==> config.mk <==
export PLATFORM = sky130hd
export DESIGN_NAME = diod_sweep_ctrl_flat
export DESIGN_NICKNAME = d
export VERILOG_FILES = /design/src/rtl/diod_pkg.sv /design/src/rtl/diod_sweep_ctrl_if.sv /design/src/rtl/diod_spi_tx.sv /design/src/rtl/diod_sweep_ctrl.sv /design/src/flat_wrapper.sv
export SDC_FILE = /design/constraint.sdc
export NUM_CORES = 1
export LEC_CHECK = 0
export ABC_AREA = 1
export CAP_MARGIN = 20
export CORE_MARGIN = 5
export CORE_UTILIZATION = 40
export CTS_BUF_LIST = sky130_fd_sc_hd__clkbuf_16
export DETAILED_ROUTE_END_ITERATION = 12
export MAX_ROUTING_LAYER = met4
export PLACE_DENSITY = 0.63
export RECOVER_POWER = 50
export SLEW_MARGIN = 30
export SYNTH_ARGS = -nofsm -noshare
export SYNTH_HDL_FRONTEND = slang
export SYNTH_HIERARCHICAL = 1
export SYNTH_SLANG_ARGS = --single-unit
==> constraint.sdc <==
create_clock -name clk -period 2.25 [get_ports clk]
set_clock_uncertainty 0.05 [all_clocks]
set_input_delay 0.45 -clock clk [delete_from_list [all_inputs] [get_ports clk]]
set_output_delay 0.45 -clock clk [all_outputs]
set_load 0.02 [all_outputs]
==> src/rtl/diod_pkg.sv <==
// Shared types and helpers for the diode sweep controller.
// DIOD_PARK_EN adds the PARK state that returns each DAC channel to 0.
package diod_pkg;

  localparam int ADDR_PAD_W = 4;

  typedef enum logic [2:0] {
    ST_IDLE,
    ST_LOAD,
    ST_SPI_TX,
    ST_DWELL,
    ST_CHECK,
    ST_STORE,
`ifdef DIOD_PARK_EN
    ST_PARK,
`endif
    ST_DONE
  } state_t;

  function automatic int frame_w(input int dac_w);
    return ADDR_PAD_W + dac_w;
  endfunction

endpackage

==> src/rtl/diod_sweep_ctrl_if.sv <==
// Control, noise, SPI and result bundle of the diode sweep controller.
// master = controller side, slave = environment side.
interface diod_sweep_ctrl_if #(
  parameter int CH_NUM = 4,
  parameter int DAC_W  = 8
);
  localparam int CH_W = (CH_NUM > 1) ? $clog2(CH_NUM) : 1;

  logic              start;
  logic              abort;
  logic [CH_NUM-1:0] noise_valid;
  logic              spi_mosi;
  logic              spi_clk;
  logic              spi_ss;
  logic              busy;
  logic              done;
  logic              store_en;
  logic [CH_W-1:0]   result_ch;
  logic [DAC_W-1:0]  result_voltage;
  logic              result_hit;
  logic [DAC_W-1:0]  debug_voltage;
  logic              spi_start;

  modport master (
    input  start, abort, noise_valid,
    output spi_mosi, spi_clk, spi_ss,
    output busy, done, store_en,
    output result_ch, result_voltage, result_hit,
    output debug_voltage, spi_start
  );

  modport slave (
    output start, abort, noise_valid,
    input  spi_mosi, spi_clk, spi_ss,
    input  busy, done, store_en,
    input  result_ch, result_voltage, result_hit,
    input  debug_voltage, spi_start
  );
endinterface

==> src/rtl/diod_spi_tx.sv <==
// Mode-0 SPI frame shifter, MSB first, with SS held one half-period
// past the last falling edge.
module diod_spi_tx #(
  parameter int FRAME_W = 12,
  parameter int SPI_DIV = 4
) (
  input  logic               clk,
  input  logic               reset,
  input  logic               load,
  input  logic               abort,
  input  logic [FRAME_W-1:0] frame,
  output logic               busy,
  output logic               done,
  output logic               mosi,
  output logic               sclk,
  output logic               ss
);
  localparam int EDGES  = 2 * FRAME_W;
  localparam int DIV_W  = $clog2(SPI_DIV + 1);
  localparam int EDGE_W = $clog2(EDGES + 1);

  logic [DIV_W-1:0]   div_cnt;
  logic [EDGE_W-1:0]  edge_cnt;
  logic [FRAME_W-1:0] shreg;
  logic               tick;

  assign tick = busy && (div_cnt == DIV_W'(SPI_DIV - 1));
  assign done = tick && (edge_cnt == EDGE_W'(EDGES));
  assign mosi = shreg[FRAME_W-1];

  always_ff @(posedge clk or negedge reset) begin
    if (!reset) begin
      busy     <= 1'b0;
      ss       <= 1'b1;
      sclk     <= 1'b0;
      div_cnt  <= '0;
      edge_cnt <= '0;
      shreg    <= '0;
    end else if (abort) begin
      busy     <= 1'b0;
      ss       <= 1'b1;
      sclk     <= 1'b0;
      div_cnt  <= '0;
      edge_cnt <= '0;
      shreg    <= '0;
    end else if (load) begin
      busy     <= 1'b1;
      ss       <= 1'b0;
      sclk     <= 1'b0;
      div_cnt  <= '0;
      edge_cnt <= '0;
      shreg    <= frame;
    end else if (busy) begin
      div_cnt <= tick ? '0 : div_cnt + 1'b1;
      if (done) begin
        busy <= 1'b0;
        ss   <= 1'b1;
      end else if (tick) begin
        sclk     <= ~sclk;
        edge_cnt <= edge_cnt + 1'b1;
        // next bit goes out on the falling edge
        if (sclk) shreg <= {shreg[FRAME_W-2:0], 1'b0};
      end
    end
  end

endmodule

==> src/rtl/diod_sweep_ctrl.sv <==
// Multi-channel diode threshold sweep: ramps each DAC channel over SPI,
// dwells, debounces noise_valid. Optional DIOD_PARK_EN parks each channel at 0.
module diod_sweep_ctrl
  import diod_pkg::*;
#(
  parameter int CH_NUM    = 4,
  parameter int DAC_W     = 8,
  parameter int V_STEP    = 1,
  parameter int DWELL_CYC = 1000,
  parameter int SPI_DIV   = 4,
  parameter int DEBOUNCE  = 4
) (
  input logic                clk,
  input logic                reset,
  diod_sweep_ctrl_if.master  bus
);
  localparam int FRAME_W = frame_w(DAC_W);
  localparam int CH_W    = (CH_NUM > 1) ? $clog2(CH_NUM) : 1;
  localparam int DW_W    = $clog2(DWELL_CYC + 1);
  localparam int RUN_W   = $clog2(DEBOUNCE + 1);
  localparam logic [DAC_W-1:0] V_MAX = '1;

  state_t             state, state_nxt;
  logic [CH_W-1:0]    ch;
  logic [DAC_W-1:0]   voltage;
  logic [CH_NUM-1:0]  sync1, sync2;
  logic [DW_W-1:0]    dwell_cnt;
  logic [RUN_W-1:0]   run_cnt;
  logic               hit;
  logic               parking;
  logic               tx_load, tx_busy, tx_done;
  logic [FRAME_W-1:0] tx_frame;
  logic               abort_go, go, last_ch;
  logic               dwell_end, noise_s, at_end;
  logic [DAC_W:0]     v_sum;

  assign abort_go  = bus.abort && (state != ST_IDLE);
  assign go        = bus.start && !bus.abort;
  assign last_ch   = ch == CH_W'(CH_NUM - 1);
  assign dwell_end = dwell_cnt == DW_W'(DWELL_CYC - 1);
  assign noise_s   = sync2[ch];
  assign at_end    = hit || (voltage == V_MAX);
  assign v_sum     = {1'b0, voltage} + (DAC_W + 1)'(V_STEP);

  assign bus.busy          = state != ST_IDLE;
  assign bus.done          = state == ST_DONE;
  assign bus.store_en      = state == ST_STORE;
  assign bus.debug_voltage = voltage;
`ifdef DIOD_PARK_EN
  assign bus.spi_start = (state == ST_LOAD) || (state == ST_PARK);
`else
  assign bus.spi_start = state == ST_LOAD;
`endif

  diod_spi_tx #(
    .FRAME_W (FRAME_W),
    .SPI_DIV (SPI_DIV)
  ) u_tx (
    .clk   (clk),
    .reset (reset),
    .load  (tx_load),
    .abort (abort_go),
    .frame (tx_frame),
    .busy  (tx_busy),
    .done  (tx_done),
    .mosi  (bus.spi_mosi),
    .sclk  (bus.spi_clk),
    .ss    (bus.spi_ss)
  );

  always_ff @(posedge clk or negedge reset) begin
    if (!reset) state <= ST_IDLE;
    else        state <= state_nxt;
  end

  always_comb begin
    state_nxt = state;
    tx_load   = 1'b0;
    tx_frame  = {ADDR_PAD_W'(ch), voltage};
    unique case (state)
      ST_IDLE:  if (go) state_nxt = ST_LOAD;
      ST_LOAD: begin
        tx_load   = 1'b1;
        state_nxt = ST_SPI_TX;
      end
      ST_SPI_TX: begin
        if (tx_done) begin
          if (!parking)     state_nxt = ST_DWELL;
          else if (last_ch) state_nxt = ST_DONE;
          else              state_nxt = ST_LOAD;
        end else if (!tx_busy) begin
          state_nxt = ST_IDLE;
        end
      end
      ST_DWELL: if (dwell_end) state_nxt = ST_CHECK;
      ST_CHECK: state_nxt = at_end ? ST_STORE : ST_LOAD;
`ifdef DIOD_PARK_EN
      ST_STORE: state_nxt = ST_PARK;
      ST_PARK: begin
        tx_load   = 1'b1;
        tx_frame  = {ADDR_PAD_W'(ch), {DAC_W{1'b0}}};
        state_nxt = ST_SPI_TX;
      end
`else
      ST_STORE: state_nxt = last_ch ? ST_DONE : ST_LOAD;
`endif
      ST_DONE:  state_nxt = ST_IDLE;
      default:  state_nxt = ST_IDLE;
    endcase
    if (abort_go) state_nxt = ST_IDLE;
  end

  always_ff @(posedge clk or negedge reset) begin
    if (!reset) begin
      ch                 <= '0;
      voltage            <= '0;
      sync1              <= '0;
      sync2              <= '0;
      dwell_cnt          <= '0;
      run_cnt            <= '0;
      hit                <= 1'b0;
      parking            <= 1'b0;
      bus.result_ch      <= '0;
      bus.result_voltage <= '0;
      bus.result_hit     <= 1'b0;
    end else begin
      sync1 <= bus.noise_valid;
      sync2 <= sync1;
      if (abort_go) begin
        parking <= 1'b0;
      end else begin
        unique case (state)
          ST_IDLE: if (go) begin
            ch      <= '0;
            voltage <= '0;
            parking <= 1'b0;
          end
          ST_SPI_TX: if (tx_done) begin
            dwell_cnt <= '0;
            run_cnt   <= '0;
            hit       <= 1'b0;
            parking   <= 1'b0;
            if (parking && !last_ch) begin
              ch      <= ch + 1'b1;
              voltage <= '0;
            end
          end
          ST_DWELL: begin
            dwell_cnt <= dwell_cnt + 1'b1;
            if (!noise_s)
              run_cnt <= '0;
            else if (run_cnt != RUN_W'(DEBOUNCE))
              run_cnt <= run_cnt + 1'b1;
            if (noise_s && run_cnt >= RUN_W'(DEBOUNCE - 1))
              hit <= 1'b1;
          end
          ST_CHECK: begin
            if (at_end) begin
              bus.result_ch      <= ch;
              bus.result_voltage <= voltage;
              bus.result_hit     <= hit;
            end else begin
              voltage <= v_sum[DAC_W] ? V_MAX : v_sum[DAC_W-1:0];
            end
          end
`ifdef DIOD_PARK_EN
          ST_STORE: parking <= 1'b1;
`else
          ST_STORE: if (!last_ch) begin
            ch      <= ch + 1'b1;
            voltage <= '0;
          end
`endif
          default: ;
        endcase
      end
    end
  end

endmodule

==> src/flat_wrapper.sv <==
// flat-port wrapper written by rule: the top's interface ports become plain ports
module diod_sweep_ctrl_flat import diod_pkg::*;
#(
  parameter int CH_NUM    = 4,
  parameter int DAC_W     = 8,
  parameter int V_STEP    = 1,
  parameter int DWELL_CYC = 1000,
  parameter int SPI_DIV   = 4,
  parameter int DEBOUNCE  = 4
)
  (clk, reset, bus_start, bus_abort, bus_noise_valid, bus_spi_mosi, bus_spi_clk, bus_spi_ss, bus_busy, bus_done, bus_store_en, bus_result_ch, bus_result_voltage, bus_result_hit, bus_debug_voltage, bus_spi_start);
  diod_sweep_ctrl_if #(.CH_NUM(CH_NUM), .DAC_W(DAC_W)) bus_i ();
  input logic clk;
  input logic reset;
  input wire logic [$bits(bus_i.start)-1:0] bus_start;
  input wire logic [$bits(bus_i.abort)-1:0] bus_abort;
  input wire logic [$bits(bus_i.noise_valid)-1:0] bus_noise_valid;
  output wire logic [$bits(bus_i.spi_mosi)-1:0] bus_spi_mosi;
  output wire logic [$bits(bus_i.spi_clk)-1:0] bus_spi_clk;
  output wire logic [$bits(bus_i.spi_ss)-1:0] bus_spi_ss;
  output wire logic [$bits(bus_i.busy)-1:0] bus_busy;
  output wire logic [$bits(bus_i.done)-1:0] bus_done;
  output wire logic [$bits(bus_i.store_en)-1:0] bus_store_en;
  output wire logic [$bits(bus_i.result_ch)-1:0] bus_result_ch;
  output wire logic [$bits(bus_i.result_voltage)-1:0] bus_result_voltage;
  output wire logic [$bits(bus_i.result_hit)-1:0] bus_result_hit;
  output wire logic [$bits(bus_i.debug_voltage)-1:0] bus_debug_voltage;
  output wire logic [$bits(bus_i.spi_start)-1:0] bus_spi_start;
  assign bus_i.start = bus_start;
  assign bus_i.abort = bus_abort;
  assign bus_i.noise_valid = bus_noise_valid;
  assign bus_spi_mosi = bus_i.spi_mosi;
  assign bus_spi_clk = bus_i.spi_clk;
  assign bus_spi_ss = bus_i.spi_ss;
  assign bus_busy = bus_i.busy;
  assign bus_done = bus_i.done;
  assign bus_store_en = bus_i.store_en;
  assign bus_result_ch = bus_i.result_ch;
  assign bus_result_voltage = bus_i.result_voltage;
  assign bus_result_hit = bus_i.result_hit;
  assign bus_debug_voltage = bus_i.debug_voltage;
  assign bus_spi_start = bus_i.spi_start;
  diod_sweep_ctrl #(.CH_NUM(CH_NUM), .DAC_W(DAC_W), .V_STEP(V_STEP), .DWELL_CYC(DWELL_CYC), .SPI_DIV(SPI_DIV), .DEBOUNCE(DEBOUNCE)) u_core (.clk(clk), .reset(reset), .bus(bus_i));
endmodule
# [Word-level counts from Yosys, hierarchy flattened]
# Index checks and enable logic that the tools add are counted.
[classes] order_cmp=2 mux=64 reduce_logical=30 addsub=6 n_bitwise=2 eq_ne=24
[op_table] operator="$mux W12" count=6
[op_table] operator="$mux W8" count=6
[op_table] operator="$mux W3" count=15
[op_table] operator="$pmux W8 S4" count=1
[op_table] operator="$mux W5" count=5
[op_table] operator="$reduce_bool A3 Y1" count=7
[op_table] operator="$pmux W10 S2" count=1
[op_table] operator="$mux W1" count=19
[op_table] operator="$pmux W3 S6" count=1
[op_table] operator="$reduce_and A3 Y1" count=5
[op_table] operator="$reduce_and A4 Y1" count=3
[op_table] operator="$add A10 B1 Y10 const B" count=1
[op_table] operator="$eq A10 B10 Y1 const B" count=1
[op_table] operator="$mux W10" count=1
[op_table] operator="$add A8 B1 Y9 const B" count=1
[op_table] operator="$eq A3 B2 Y1 const B" count=3
[op_table] operator="$eq A3 B3 Y1 const B" count=3
[op_table] operator="$ne A3 B1 Y1 const B" count=3
[op_table] operator="$eq A8 B8 Y1 const B" count=1
[op_table] operator="$mux W2" count=4
[op_table] operator="$ne A2 B1 Y1 const B" count=4
[op_table] operator="$reduce_and A7 Y1" count=1
[op_table] operator="$add A3 B1 Y3 const B" count=2
[op_table] operator="$logic_and A1 B1 Y1" count=6
[op_table] operator="other kinds (23)" count=28
[totals] inputBits=8 output_inout_bits=26 word_cells=146 reg_bits=70

# [Depth between registers and ports, before layout]
[depth] ltp_word=7 mapped_depth=14 depth_no_buf=13

# [Hierarchy]
# Netlist, hierarchy kept.
[modules_own_cells] module="diod_sweep_ctrl" cells_each=332 seq_area_each_um2=1151.1 instances=1 area_each_um2=2551.2
[modules_own_cells] module="diod_spi_tx" cells_each=166 seq_area_each_um2=576.8 instances=1 area_each_um2=1258.7

# [Least setup slack after synthesis]
# OpenSTA, ideal clock, no wires.
[synth_path] kind="flip-flop to flip-flop" startpoint="register u_core.state[0]" endpoint="register u_core.u_tx.shreg[11]" required_ns=2.083 setup_time_ns=0.117 period_less_slack_ns=1.877 arrival_ns=1.710 path_stages_with_launch=13 path_slack_ns=0.373 cell_sequence="dfrtp_1 buf_6 nor2_4 nand2_2 nand2_4 inv_1 buf_2 nor2_4 buf_6 nand2_2 buf_4 nand3_1 nand2_1"
[synth_via] elab_chain_len=4
[synth_lines] element="start, declared" line_no="diod_sweep_ctrl.sv:23" source="state_t state, state_nxt;"
[synth_lines] element="start signal, assigned" line_no="diod_sweep_ctrl.sv:73" source="else state <= state_nxt;"
[synth_lines] element="$reduce_bool A3 Y1 *"
[synth_lines] element="net bus_busy" line_no="flat_wrapper.sv:21" source="output wire logic [$bits(bus_i.busy)-1:0] bus_busy;"
[synth_lines] element="$logic_and A1 B1 Y1 *" line_no="diod_sweep_ctrl.sv:37" source="assign abort_go = bus.abort && (state != ST_IDLE);"
[synth_lines] element="net u_core.abort_go" line_no="diod_sweep_ctrl.sv:33" source="logic abort_go, go, last_ch;"
[synth_lines] element="$ne A3 B2 Y1 (no source line) / $reduce_bool A3 Y1 (equally long branches)"
[synth_lines] element="$reduce_and A4 Y1 (no source line)"
[synth_lines] element="end signal, assigned" line_no="diod_spi_tx.sv:52" source="shreg <= frame;"
[synth_lines] element="end signal, assigned" line_no="diod_spi_tx.sv:62" source="if (sclk) shreg <= {shreg[FRAME_W-2:0], 1'b0};"
[synth_lines] element="end, declared" line_no="diod_spi_tx.sv:24" source="logic [FRAME_W-1:0] shreg;"
# The timed path passes the listed nets; every way through them passes the cells marked *.
# A chain may end at the register's enable or synchronous reset.

# [Worst setup path after layout]
[layout_path] startpoint="register u_core.state[1]" endpoint="output port bus_busy"
[layout_via] elab_chain_len=1
[layout_lines] element="$reduce_bool A3 Y1" line_no="diod_sweep_ctrl.sv:45" source="assign bus.busy = state != ST_IDLE;"
[layout_lines] element="end, declared" line_no="flat_wrapper.sv:21"
# No other way between the ends.

==> run metrics <==
total power 0.004190 W; Syn-to-layout area delta 19.24%; Req. time, crit path approximately 1.8 ns; outcome completed; critical path fanouts, max 5; Power per Cell Area 922.3 mW/mm^2; reg-to-reg startpoint u_core/state[1]$_DFFE_PN0P_; crit path from u_core/state[1]$_DFFE_PN0P_; pin count of the biggest net entering global routing 32; core footprint between 0.009 and 0.01 sq mm; total routed wirelength 8505 microns; number of enable flip-flop cells after synthesis 0; Peak VDD IR 0.4344 mV; post-synthesis cell count between 400 and 500; Synth Area per Inst 7.650 sq um; CTS Root Cell clkbuf_16; first-pass GRT wire length 14860 microns; fin nets about 560; Worst path depth 4; wire per inst 12.54 microns; Slew HR 25.59%; crit-path cells buf_4 -> nor2_4 -> nand2_2 -> clkdlybuf4s50_1; Highest Clock Rate between 400 and 500 MHz; Post-Synthesis Cell Area ~0.0038 sq mm; I/O Buffers 33; DR WL met2 4057 microns; Synth warnings 6; row count 35; fin crit period 2.140 ns; initial antenna violation count 0; Critical Path Max Stage Delay 0.56 ns; Tightest Pin Transition 1.116 ns; Slowest cell on crit path clkdlybuf4s50_1; flops & latches, synth 69; commonest cells after routing, fill and taps aside nand2_1, dfrtp_1, inv_1; CTS clock-pin slew for the worst setup and hold paths 0.06 ns; cts repair resizes 4; Die Width 107.6 microns; Top Metal Used met4; WL met1 between 4000 and 5000 microns; antenna-violating nets left 0; Initial DRT Pass Iterations 4; Final WS setup 0.1099 ns; vias in the first global route 3106; CTS tree done; GRT Total Usage 16.50%; Setup Buffers After CTS 0; setup_tns 0 ns; Synth cell types 32; Buffers & Inverters on Critical Path 2; worst skew pair latency between 0.3 and 0.4 ns; via count 3255; CP endpoint kind output pin; fin area 0.004543 sq mm; cts hold-fix bufs 0; hpwl dp 6226 microns; post-synthesis sequential area ratio 45.35%; final setup violating endpoints 0; Remaining DRCs 0; gr ovfl total 0; placed standard-cell area 0.004307 sq mm; Max Cap Viol 0; Final Max Slew Viols 0; Worst Path Arrival 1.64 ns; Setup Crit Path Kind flop to output pin; Static Leak 2.371 nW; metal3 WL 337 microns; fin crit share 95.11%; Num CTS Buffers 9; R2R cell count 10; Sink Count 69; H-tree levels 3; asr flop ratio synth between 90% and 100%; Via-to-Cell Ratio 4.801; RSZ-0062 raised after global routing no; Ports 34; R2R setup slack 0.33 ns; Max clock buf depth 2; crit path to bus_busy; most common cell after layout, fill and taps aside nand2_1; Worst Hold Class primary input to async pin; GP Congestion between 0.8 and 0.9; RR Endpoint u_core/u_tx/shreg[8]$_DFFE_PN0P_; pre-CTS WS 0.1250 ns; final hold vios 0; initial core utilization 41.04%; Most used DFF post-synth dfrtp_1; crit path launch type flop; die area 0.01158 sq mm; ANT cells 0; share of cells above drive strength 1 11.11%; DR iter-0 viols 147; Crit path max-delay family buffers and inverters; Die H 107.6 microns
## Yosys cell counts (2+ instances only)
| cell | count | share of area [%] |
|---|---|---|
| nand2_2 | 3 | 0.49 |
| inv_2 | 5 | 0.49 |
| o22ai_1 | 2 | 0.33 |
| nand2_1 | 188 | 19 |
| ha_1 | 9 | 3.0 |
| buf_2 | 2 | 0.26 |
| nand3_2 | 2 | 0.53 |
| a21oi_1 | 6 | 0.79 |
| inv_1 | 49 | 4.8 |
| o21ai_1 | 12 | 1.6 |
| nand4_1 | 15 | 2.5 |
| nor2_2 | 4 | 0.66 |
| buf_4 | 2 | 0.39 |
| buf_6 | 9 | 2.7 |
| nand3_1 | 39 | 5.1 |
| o21ai_0 | 20 | 2.6 |
| nor3_1 | 2 | 0.26 |
| dfrtp_1 | 68 | 45 |
| nand2_4 | 7 | 2.1 |
| nor2_1 | 36 | 3.5 |
| nor2_4 | 7 | 2.1 |
## kinds of logic after synthesis
group | Yosys count | share of synthesized area [%]
other | 1 | 0.09843
buffers and inverters | 68 | 8.768
DFF | 69 | 45.35
AOI/OAI and AO/OA | 44 | 6.372
adders and majority gates | 9 | 2.956
xor gates and xnor gates | 1 | 0.2299
and+or+nand+nor | 306 | 36.22
## per-stage QoR
step,utilization (%),cells,hold WS (ns)
after floorplan,-,499,0.1044
after global placement,46.39,662,0.2824
after detailed placement,46.39,662,0.2847
after CTS,49.34,678,0.06061
after global routing,48.94,678,0.3048
final,48.94,678,0.2623
## worst reg2reg max path, cell delays in order, from the launching register on
cell     delay (ns)
dfrtp_1        0.38
buf_4          0.16
nor2_4         0.11
nand2_2        0.10
nand2_4        0.11
inv_1          0.11
nor2_4         0.25
nand2_2        0.24
nand2_4        0.20
nand2_1        0.07
nand2_1        0.06
## area by class of cell
type                            instances  area [sq um]
Clock inverter                          7         51.30
Tap cell                              129         161.4
Fill cell                             945          4741
Sequential cell                        69          1729
Clock buffer                            9         225.2
Multi-Input combinational cell        362          1749
Inverter                               54         202.7
Timing Repair Buffer                   48         424.2
## power breakdown
group          leakage, nW  total, W  switching, W  internal (W)
Combinational         1.32   0.00136      0.000913      0.000450
Clock                0.132   0.00129      0.000538      0.000748
Sequential           0.915   0.00154      0.000141       0.00140
Total                 2.37   0.00419       0.00159       0.00260
## flip-flops by register name, summed over array words and instances (netlist names), 2 cells and up
| register | cells |
|---|---|
| u_core/u_tx/edge_cnt | 5 |
| u_core/state | 3 |
| u_core/u_tx/div_cnt | 3 |
| u_core/run_cnt | 3 |
| u_core/bus.debug_voltage | 8 |
| u_core/bus.result_voltage | 8 |
| u_core/bus.result_ch | 2 |
| u_core/dwell_cnt | 10 |
| u_core/ch | 2 |
| u_core/u_tx/shreg | 12 |
| u_core/sync2 | 4 |
| u_core/sync1 | 4 |
## how the worst min path moves through the flow
stage	start	endpoint	slack, ns
after detailed placement	u_core/sync1[2]$_DFF_PN0_	u_core/sync2[2]$_DFF_PN0_	0.28
after global routing	u_core/sync1[1]$_DFF_PN0_	u_core/sync2[1]$_DFF_PN0_	0.30
final	reset	u_core/u_tx/shreg[7]$_DFFE_PN0P_	0.26
after CTS	reset	u_core/u_tx/shreg[7]$_DFFE_PN0P_	0.06
after floorplan	reset	u_core/bus.debug_voltage[0]$_DFFE_PN0P_	0.10
after global placement	u_core/sync1[0]$_DFF_PN0_	u_core/sync2[0]$_DFF_PN0_	0.28
## layer usage
metal	global-route usage, %	vias to the layer above
li1	-	1669
met1	21.89	1512
met2	25.53	67
met3	3.479	7
met4	4.959	0
met5	-	-
No activity file was read; power rests on OpenSTA's default activity.
